File: src/rtl/activation_output_packer.sv
// Packs PACK_FACTOR activated features into one wide word and queues words in a small FIFO
// behind a valid/ready port. Optional statistics counters are enabled by ACT_PACKER_STATS_EN.
module activation_output_packer #(
  parameter int unsigned DATA_WIDTH  = 32,
  parameter int unsigned PACK_FACTOR = 4,
  parameter int unsigned FIFO_DEPTH  = 8
`ifdef ACT_PACKER_STATS_EN
  ,
  parameter int unsigned CNT_WIDTH   = 16
`endif
) (
  input  logic                                core_clk,
  input  logic                                reset,
  input  logic                                activated_feature_valid,
  input  logic [DATA_WIDTH-1:0]               activated_feature,
  input  logic                                flush,
  output logic                                packed_valid,
  input  logic                                packed_ready,
  output logic [DATA_WIDTH*PACK_FACTOR-1:0]   packed_data,
  output logic [$clog2(PACK_FACTOR+1)-1:0]    packed_count,
  output logic                                packed_last,
  output logic [$clog2(FIFO_DEPTH+1)-1:0]     fifo_level,
  output logic                                overflow,
  output logic                                busy
`ifdef ACT_PACKER_STATS_EN
  ,
  output logic [CNT_WIDTH-1:0]                stat_words_out,
  output logic [CNT_WIDTH-1:0]                stat_features_dropped
`endif
);

  localparam int unsigned IdxW = $clog2(PACK_FACTOR);
  localparam int unsigned CntW = $clog2(PACK_FACTOR+1);
  localparam int unsigned PtrW = $clog2(FIFO_DEPTH);
  localparam int unsigned LvlW = $clog2(FIFO_DEPTH+1);

  typedef struct packed {
    logic [PACK_FACTOR-1:0][DATA_WIDTH-1:0] data;
    logic [CntW-1:0]                        count;
    logic                                   last;
  } word_t;

  logic [IdxW-1:0]                        idx_q, idx_d;
  logic [PACK_FACTOR-1:0][DATA_WIDTH-1:0] lanes_q, lanes_d, lanes_fill;
  logic [PtrW-1:0]                        wr_ptr_q, wr_ptr_d, rd_ptr_q, rd_ptr_d;
  logic [LvlW-1:0]                        level_q, level_d;
  logic                                   overflow_q, overflow_d;
  word_t                                  mem_q [FIFO_DEPTH];
  word_t                                  mem_d [FIFO_DEPTH];
  word_t                                  push_word, head;
  logic                                   close, pop, full, push, drop;

  always_comb begin
    lanes_fill = lanes_q;
    if (activated_feature_valid) lanes_fill[idx_q] = activated_feature;

    // A word closes when its last lane fills or a flush finds anything to send.
    close = (activated_feature_valid && (idx_q == IdxW'(PACK_FACTOR-1))) ||
            (flush && ((idx_q != '0) || activated_feature_valid));

    push_word.data  = lanes_fill;
    push_word.count = CntW'(idx_q) + CntW'(activated_feature_valid);
    push_word.last  = flush;

    pop  = (level_q != '0) && packed_ready;
    full = (level_q == LvlW'(FIFO_DEPTH));
    push = close && (!full || pop);
    drop = close && full && !pop;

    idx_d      = close ? '0 : idx_q + IdxW'(activated_feature_valid);
    lanes_d    = close ? '0 : lanes_fill;
    wr_ptr_d   = wr_ptr_q + PtrW'(push);
    rd_ptr_d   = rd_ptr_q + PtrW'(pop);
    level_d    = level_q + LvlW'(push) - LvlW'(pop);
    overflow_d = overflow_q || drop;

    mem_d = mem_q;
    if (push) mem_d[wr_ptr_q] = push_word;
  end

  always_ff @(posedge core_clk) begin
    if (reset) begin
      idx_q      <= '0;
      lanes_q    <= '0;
      wr_ptr_q   <= '0;
      rd_ptr_q   <= '0;
      level_q    <= '0;
      overflow_q <= 1'b0;
    end else begin
      idx_q      <= idx_d;
      lanes_q    <= lanes_d;
      wr_ptr_q   <= wr_ptr_d;
      rd_ptr_q   <= rd_ptr_d;
      level_q    <= level_d;
      overflow_q <= overflow_d;
    end
  end

  // Storage needs no reset: the head is masked whenever the FIFO is empty.
  always_ff @(posedge core_clk) begin
    mem_q <= mem_d;
  end

  always_comb begin
    head         = mem_q[rd_ptr_q];
    packed_valid = (level_q != '0);
    packed_data  = packed_valid ? head.data : '0;
    packed_count = packed_valid ? head.count : '0;
    packed_last  = packed_valid && head.last;
    fifo_level   = level_q;
    overflow     = overflow_q;
    busy         = (idx_q != '0) || (level_q != '0);
  end

`ifdef ACT_PACKER_STATS_EN
  logic [CNT_WIDTH-1:0] words_out_q, words_out_d;
  logic [CNT_WIDTH-1:0] dropped_q, dropped_d;

  always_comb begin
    words_out_d = words_out_q + CNT_WIDTH'(pop);
    dropped_d   = dropped_q + (drop ? CNT_WIDTH'(push_word.count) : '0);
  end

  always_ff @(posedge core_clk) begin
    if (reset) begin
      words_out_q <= '0;
      dropped_q   <= '0;
    end else begin
      words_out_q <= words_out_d;
      dropped_q   <= dropped_d;
    end
  end

  assign stat_words_out        = words_out_q;
  assign stat_features_dropped = dropped_q;
`endif

endmodule

File: config.mk
export PLATFORM = sky130hd
export DESIGN_NAME = activation_output_packer
export DESIGN_NICKNAME = d
export VERILOG_FILES = /design/src/rtl/activation_output_packer.sv
export SDC_FILE = /design/constraint.sdc
export NUM_CORES = 1
export LEC_CHECK = 0
export ABC_AREA = 1
export CORE_AREA = 2 2 399 441
export DETAILED_ROUTE_END_ITERATION = 7
export DIE_AREA = 0 0 401 443
export PLACE_DENSITY = 0.45
export SYNTH_ARGS = -nofsm -noshare
export SYNTH_HDL_FRONTEND = slang
export SYNTH_SLANG_ARGS = --single-unit
export TNS_END_PERCENT = 1
File: constraint.sdc
create_clock -name core_clk -period 27.1 [get_ports core_clk]
set_input_delay 5.42 -clock core_clk [delete_from_list [all_inputs] [get_ports core_clk]]
set_output_delay 5.42 -clock core_clk [all_outputs]
set_load 0.1 [all_outputs]
==> results of run 1 <==
-- metal layers --
metal	track usage (%)	routed length, um
met1	22.9	67700
met2	26.1	67800
met3	2.87	8540
met4	4.96	3910
met5	0	135
-- cell type report --
type	count	area [sq um]	share of cell area (%)
flip-flops and latches	1197	34500	59.2
inverters	678	2560	4.39
diodes	3	7.51	0.0129
multi-input cells	2830	11700	20.1
well taps	2282	2860	4.90
repair buffers	225	2210	3.79
clock inverters	54	520	0.893
clock buffers	202	3920	6.72
-- Yosys cell counts, types with 7 or more instances --
| master | instances | area [sq um] |
|---|---|---|
| nor2_1 | 1210 | 4540 |
| edfxtp_1 | 1056 | 31700 |
| nand2_1 | 934 | 3510 |
| inv_1 | 676 | 2540 |
| o21ai_0 | 357 | 1790 |
| nand3_1 | 274 | 1370 |
| dfxtp_1 | 141 | 2820 |
| clkbuf_1 | 124 | 465 |
| buf_2 | 104 | 521 |
| o21ai_1 | 35 | 175 |
| buf_4 | 15 | 113 |
| ha_1 | 12 | 150 |
| buf_1 | 10 | 37.5 |
| buf_6 | 7 | 78.8 |
-- state kept, by name (all words and copies together), names as in the netlist --
name	cells
idx_q	2
overflow	1
mem_q	1056
rd_ptr_q	3
fifo_level	4
wr_ptr_q	3
lanes_q	128
-- worst max-delay path: cells and delay by family, from the launching register on --
family,cells,cell delay [ns]
AOI/OAI and AO/OA,1,0.09
DFF,1,0.52
buffers and inverters,4,3.44
and+or+nand+nor,5,0.57
-- power breakdown --
part	switching (W)	internal, W	leakage, nW
clock network	0.000746	0.00109	2.16
logic	0.00210	0.000542	10.6
registers	0.0000226	0.00208	11.0
total	0.00287	0.00372	23.7
-- worst min path at each step --
stage	from	endpoint
4_1_cts	overflow	overflow
3_5_place_dp	overflow	overflow
3_3_place_gp	overflow	overflow
2_1_floorplan	lanes_q[64]	lanes_q[64]
5_1_grt	overflow	overflow
6_report	overflow	overflow
-- through the flow --
stage	worst slack, ns	std cells	power, W	util, %	hold slack [ns]
after floorplan	14.83	4965	0.00411	-	0.524
after CTS	15.94	7468	0.00670	33.6	0.457
after detailed placement	16.78	7212	0.00484	31.0	0.447
after global routing	15.70	7469	0.00690	33.6	0.489
final	16.09	7471	0.00659	33.6	0.451
after global placement	16.78	7212	0.00484	31.0	0.438
-- cell families (layout without fill, tap and decap cells) --
| kind of cell | after synthesis | in the layout | synth area share (%) |
|---|---|---|---|
| AOI/OAI and AO/OA | 395 | 395 | 3.96 |
| xor gates and xnor gates | 3 | 3 | 0.0527 |
| adders and majority gates | 13 | 13 | 0.341 |
| buffers and inverters | 938 | 1159 | 7.54 |
| DFF | 1197 | 1197 | 69.2 |
| other | 0 | 3 | 0 |
| and+or+nand+nor | 2419 | 2419 | 18.9 |
-- placed cells by master (no fill, tap or decap), types with 7 or more instances in the layout --
cell type        netlist  routed
nor2_1              1210    1202
edfxtp_1            1056    1056
nand2_1              934     931
inv_1                676     676
o21ai_0              357     357
nand3_1              274     271
clkdlybuf4s50_1        0     173
clkbuf_16              0     144
dfxtp_1              141     138
clkbuf_1             124      48
buf_4                 15      45
o21ai_1               35      35
clkinv_1               0      21
clkinv_2               0      16
ha_1                  12      12
clkbuf_8               0      10
bufinv_16              0       9
nor2_4                 0       8
buf_12                 0       7
==> summary.md, run 1 <==
Routed wire length per instance: 19.8 um. The largest buffer count on any clock path was 3. The library cell contributing the largest single delay on the critical path is clkdlybuf4s50_1.

Dominant register cell in the synthesized netlist: edfxtp_1. In this run the tightest slew margin relative to its limit is 25.0%. The number of cells on the worst reg-to-reg path is 9. Cells with a size suffix above 1 make up 4.97% of the layout.

The number of flops mapped to enable cells by yosys is 1056. The largest driver fanout on the critical path works out to 87. The number of clock buffers inserted by TritonCTS came out at 140. The sum of negative setup slack came out at 0 ns.

Across the run, the number of max-cap violations was 0. Following the worst setup path forward leads to its endpoint at packed_data[0]. The run gives 23.7 nW as the static leakage. The final layout contains routed wiring with a total length of 148000 um. Data on the critical path is required at its endpoint by 21.68 ns. The sum of overflow across all layers after global routing is 0, and the flop and latch count out of synthesis is 1197. Synthesis instantiated 19 different standard cells from the library. Pin placement for this block handled 176 I/O pins. In this run the cell area of the synthesized design comes to 0.0499 sq mm. The count of final max-slew check failures is 0, and the number of detailed-routing iterations run before antenna repair is 7. The measured slew at the worst slew-check pin was 1.12 ns; the worst stage delay on the critical path was 1.18 ns.

Setup violations remaining at the end of the flow were counted as 0. The run gives 5015 as the post-synth net total. The run gives 0.730 as the routability congestion estimate from global placement. Cell occurring most often along the worst timing path: nor2_1. The start point of the critical path was rd_ptr_q[0]. The final count of hold timing violations was 0. Worst setup skew after layout: 0.0287 ns.

After detailed routing, the number of vias per cell comes to 4.44. The floorplan has 161 rows. For the post-cts gate resize count, the log shows 0. Root cell of the clock tree: clkbuf_16. For the worst-skew pair later-pin latency, the log shows 0.76 ns. Of all flip-flops after synthesis, the portion carrying an async set or reset was 0%. VDD sags by at most 131 uV. The run gives 31200 as the number of global-route vias before repair. The share of the Yosys chip area taken by registers is 69.2%.

Across all layers, the routed design uses 33200 vias. The layout overhead on the synthesized area was 16.9%. In this run the critical register-to-register path is captured at mem_q[29]. The number of warnings reported in the yosys synthesis log is 0. The data arrival time of the critical path was 5.59 ns; the average cell area after synthesis was 10.0 sq um. Type of the most critical hold path: flip-flop to flip-flop.

Entering global routing, the biggest net connects 188 pins. The number of DRC markers in iteration 0 was 2491. The worst hold path depth came out at 2.

Buffers inserted to repair hold after CTS numbered 0. The die is 401 um wide. The worst setup path is captured at an output pin. The total half-perimeter wirelength after legalization and detailed placement was 77300 um.

The net count of the finished layout is 5122. TritonCTS built the clock tree. Setup repair after global routing left no endpoint under its margin. The die footprint was 0.178 sq mm. The number of remaining DRC errors was 0.

After layout, the worst path uses 40.6% of the clock period. The number of nets with antenna violations after detailed routing was 0. The setup slack of the most critical reg-to-reg path is 22.65 ns, and the number of levels in the clock H-tree is 4. The power density over the cells works out to 113 mW/mm^2. The worst register-to-register path begins at fifo_level[2].

The clock transition time at the flip-flop clock pins of the worst setup and hold paths was 0.06 ns. The finished cells cover 0.0583 sq mm. The critical path is of the flip-flop to output pin type.

The tools report the overall track demand over capacity in global routing as 16.4%. The flow ran to the end, and the final reports show no timing, DRC or antenna violations. After detailed placement, the total cell area comes to 0.0539 sq mm. In this run the vertical extent of the chip is 443 um.

The tools report the number of buffers inserted by post-CTS setup repair as 0. The effective utilization at floorplan was 28.7%; the gate count after technology mapping was 4965. Traced cell by cell, the critical path runs through buf_4 -> buf_4 -> buf_4 -> nor2_1 -> nor2_1 -> o21ai_0 -> nand2_1 -> nor2_1 -> nor2_1 -> clkdlybuf4s50_1.

The global-route wire length before repair came out at 215000 um. The region available for standard cell placement spans 0.174 sq mm. Counting the fill cells in the layout gives 17600. STA classifies the critical path startpoint as a flip-flop. The upper clock frequency limit came out at 90.8 MHz.

The clock drives 1197 sinks. The post-layout minimum cycle time was 11.01 ns. The initial antenna violation count is 27. The count of buffers added on input and output ports is 175.
(Power assumes the default switching activity.)
==> run 2: changes to the inputs <==
Settings changed: PLACE_DENSITY 0.45 to 0.46.
Clock period 27.1 ns to 9 ns, I/O delays scaled along.
==> run 2 against run 1 <==
Compared with the run above:
- sequential cell count unchanged
- sequential power grew to 3.0 times the previous value
- non-clock buffer count fell by 8
- routed wire length shrank 3.1%
- clock skew is 0.0047 ns lower
- clock power increased to 3.0 times the previous value
- hold slack improved by 0.013 ns
- critical path depth decreased by 1
- total power grew to 3.0 times the previous value
- critical path type unchanged
==> summary.md, run 2 (same netlist as run 1, synthesis figures left out) <==
Of the cells placed in the final design, the portion with a size suffix greater than 1 is 4.84%. For this run, global-route usage on met2 was measured as 25.5%. In the layout the commonest cells are nor2_1, edfxtp_1, nand2_1. The final period utilization was 76.4%. Setup repair after global routing left no endpoint under its margin. At the worst endpoint, the arrival time is 5.07 ns.

Of all nets on the critical path, the largest fanout is 195. The number of gates resized after CTS was 0. Internal portion of total power: 0.0112 W. The die covers 0.178 sq mm. For met1 alone, demand over resource in global routing was 22.0%.

The placeable core region was 0.174 sq mm. The H-tree was split into 4 levels. The critical path in this run is classified as flip-flop to output pin.

Busiest metal layer after global routing: met2. The post-layout minimum cycle time works out to 6.87 ns. The post-placement cell count was 7204; the global-route wire length before repair was 208000 um.

STA classifies the critical path endpoint as an output pin. The routed wire length per instance is 19.2 um, and the sink count of the clock tree is 1197. The largest individual stage delay along the critical path comes from the cell clkdlybuf4s50_1. The largest buffer count on any clock path was 3.

The largest single stage delay on the critical path is 1.23 ns. The cell occurring most often along the worst timing path was nor2_1. The wire-length estimate of the detail-placed layout is 73400 um.

The worst register-to-register path begins at fifo_level[2]. For this run, the top clock speed supported by timing is 145 MHz. The number of max-capacitance violations reported was 0.

In this run the most critical hold path is launched from overflow. For the final count of hold timing violations, the log shows 0. The number of detailed-routing iterations run before antenna repair was 6.

For this run the aggregate overflow at the end of global routing stands at 0. For the met3 track demand over resource, the log shows 2.77%. Routability-driven placement finished with a final weighted congestion of 0.710. On the final layout, the worst clock skew is 0.0240 ns. The tools report the total vias in the final route as 32900.

Sum of negative setup slack: 0 ns. The min-delay analysis places its worst path in the category flip-flop to flip-flop. The combinational group share of total power is 40.1%, and the total wirelength of the detailed-routed design is 144000 um. From synthesis to final layout, the design area changed by 17.0%. The number of global-route vias before repair was 31200; the count of filler cells inserted in the layout was 17500. The pin count of the biggest net entering global routing is 210. The most common library cell in the layout ignoring fill and taps is nor2_1. Across every metal layer, demand over resource in global routing totals 16.0%. After clock tree synthesis, the clock-pin slew on the worst setup and hold paths is 0.06 ns.

In this run the remaining antenna-violating nets after routing total 0. The final cell count without fillers was 7458; the overall die height was 443 um. After detailed routing, the number of remaining DRC violations is 0. The number of hold-repair buffers added at the cts stage came out at 0. The most critical setup path has its startpoint at rd_ptr_q[0].

The initial antenna violation count was 33. STA classifies the critical path startpoint as a flip-flop. In this run the core area contains 161 standard-cell rows.

The run gives 0 as the number of buffers inserted by post-CTS setup repair. For the pin with the worst max-slew slack, the measured transition is 1.24 ns. VDD sags by at most 363 uV. The register with the most flip-flops in the layout has 1056 of them. At the end of the flow, the number of nets in the layout was 5110. The critical path goes through buf_4 -> buf_12 -> nor2_1 -> nor2_1 -> o21ai_0 -> nand2_1 -> nor2_1 -> nor2_1 -> clkdlybuf4s50_1.

Root cell of the clock tree: clkbuf_16. 176 I/O pins were placed. mem_q holds more flip-flops than any other register. TritonCTS built the clock tree. The share of total power consumed by net switching is 43.5%, and the effective utilization at floorplan is 28.7%. The number of clock buffers added by TritonCTS is 136.

The count of final max-slew check failures was 0; the switching power was 0.00861 W. From left edge to right edge, the die measures 401 um. Data on the critical path is required at its endpoint by 7.20 ns. The worst-skew pair later-pin latency was 0.77 ns. The run finished with clean final reports. The static leakage was 23.7 nW.

The clock network burns 27.8% of the power. The count of input and output buffers came out at 175. The run gives 2553 as the number of DRC markers in iteration 0. The final setup violation count was 0; the power density over the cells was 339 mW/mm^2. In this run, flip-flops and latches consume 32.1% of the power. Dividing the detail-routed via count by the number of cells gives 4.41. The worst relative slew slack is 17.4%.
==> run 2: cell types whose count changed in the layout (fill, tap and decap cells not counted), moves of 2 or more <==
cell,change
clkinv_1,-10
clkinv_2,-4
clkbuf_16,-5
buf_4,-20
diode_2,+4
buf_12,+10
clkbuf_8,+10
clkdlybuf4s50_1,+2
==> run 2: final cells by class <==
cell class,instances,area (sq um),area share (%)
timing repair buffer,217,2280,3.90
clock buffer,206,3930,6.73
sequential,1197,34500,59.2
clock inverter,41,492,0.842
inverter,678,2560,4.38
tap,2282,2860,4.89
antenna,7,17.5,0.0300
multi-input combinational,2830,11700,20.1
==> run 2: per-layer routing <==
layer | vias up | wire, um
met1 | 15900 | 66100
li1 | 16100 | -
met2 | 733 | 65500
met3 | 205 | 7850
met4 | 18 | 3950
met5 | - | 108
==> run 2: path summary, 6_finish.rpt <==
path / to / slack [ns] / cells past startpoint
max: packed_data[42] / 2.13 / 9
min reg2reg: overflow / 0.46 / 2
min: overflow / 0.46 / 2
max reg2reg: mem_q[586] / 4.60 / 9
==> run 2: power groups by stage <==
stage	Combinational (W)	Sequential (W)	Clock [W]
after detailed placement	0.00807	0.00648	0
after global placement	0.00807	0.00648	0
after CTS	0.00809	0.00637	0.00564
after global routing	0.00851	0.00638	0.00585
after floorplan	0.00585	0.00651	0
final	0.00794	0.00637	0.00550
==> run 2: worst max-delay path: cells and delay by family (launching register included) <==
family	cells	cell delay, ns
buffers and inverters	3	2.42
and+or+nand+nor	5	0.74
DFF	1	0.71
AOI/OAI and AO/OA	1	0.09
==> run 2: through the flow <==
step                power, W  hold WS [ns]  area, sq um  setup slack, ns  utilization (%)
floorplan             0.0124         0.524        49900            0.351                -
global placement      0.0145         0.451        53900             2.87             31.1
detailed placement    0.0146         0.451        53900             2.91             31.1
CTS                   0.0201         0.463        58400             2.05             33.6
global route          0.0207         0.507        58400             1.89             33.6
finish                0.0198         0.465        58400             2.13             33.6
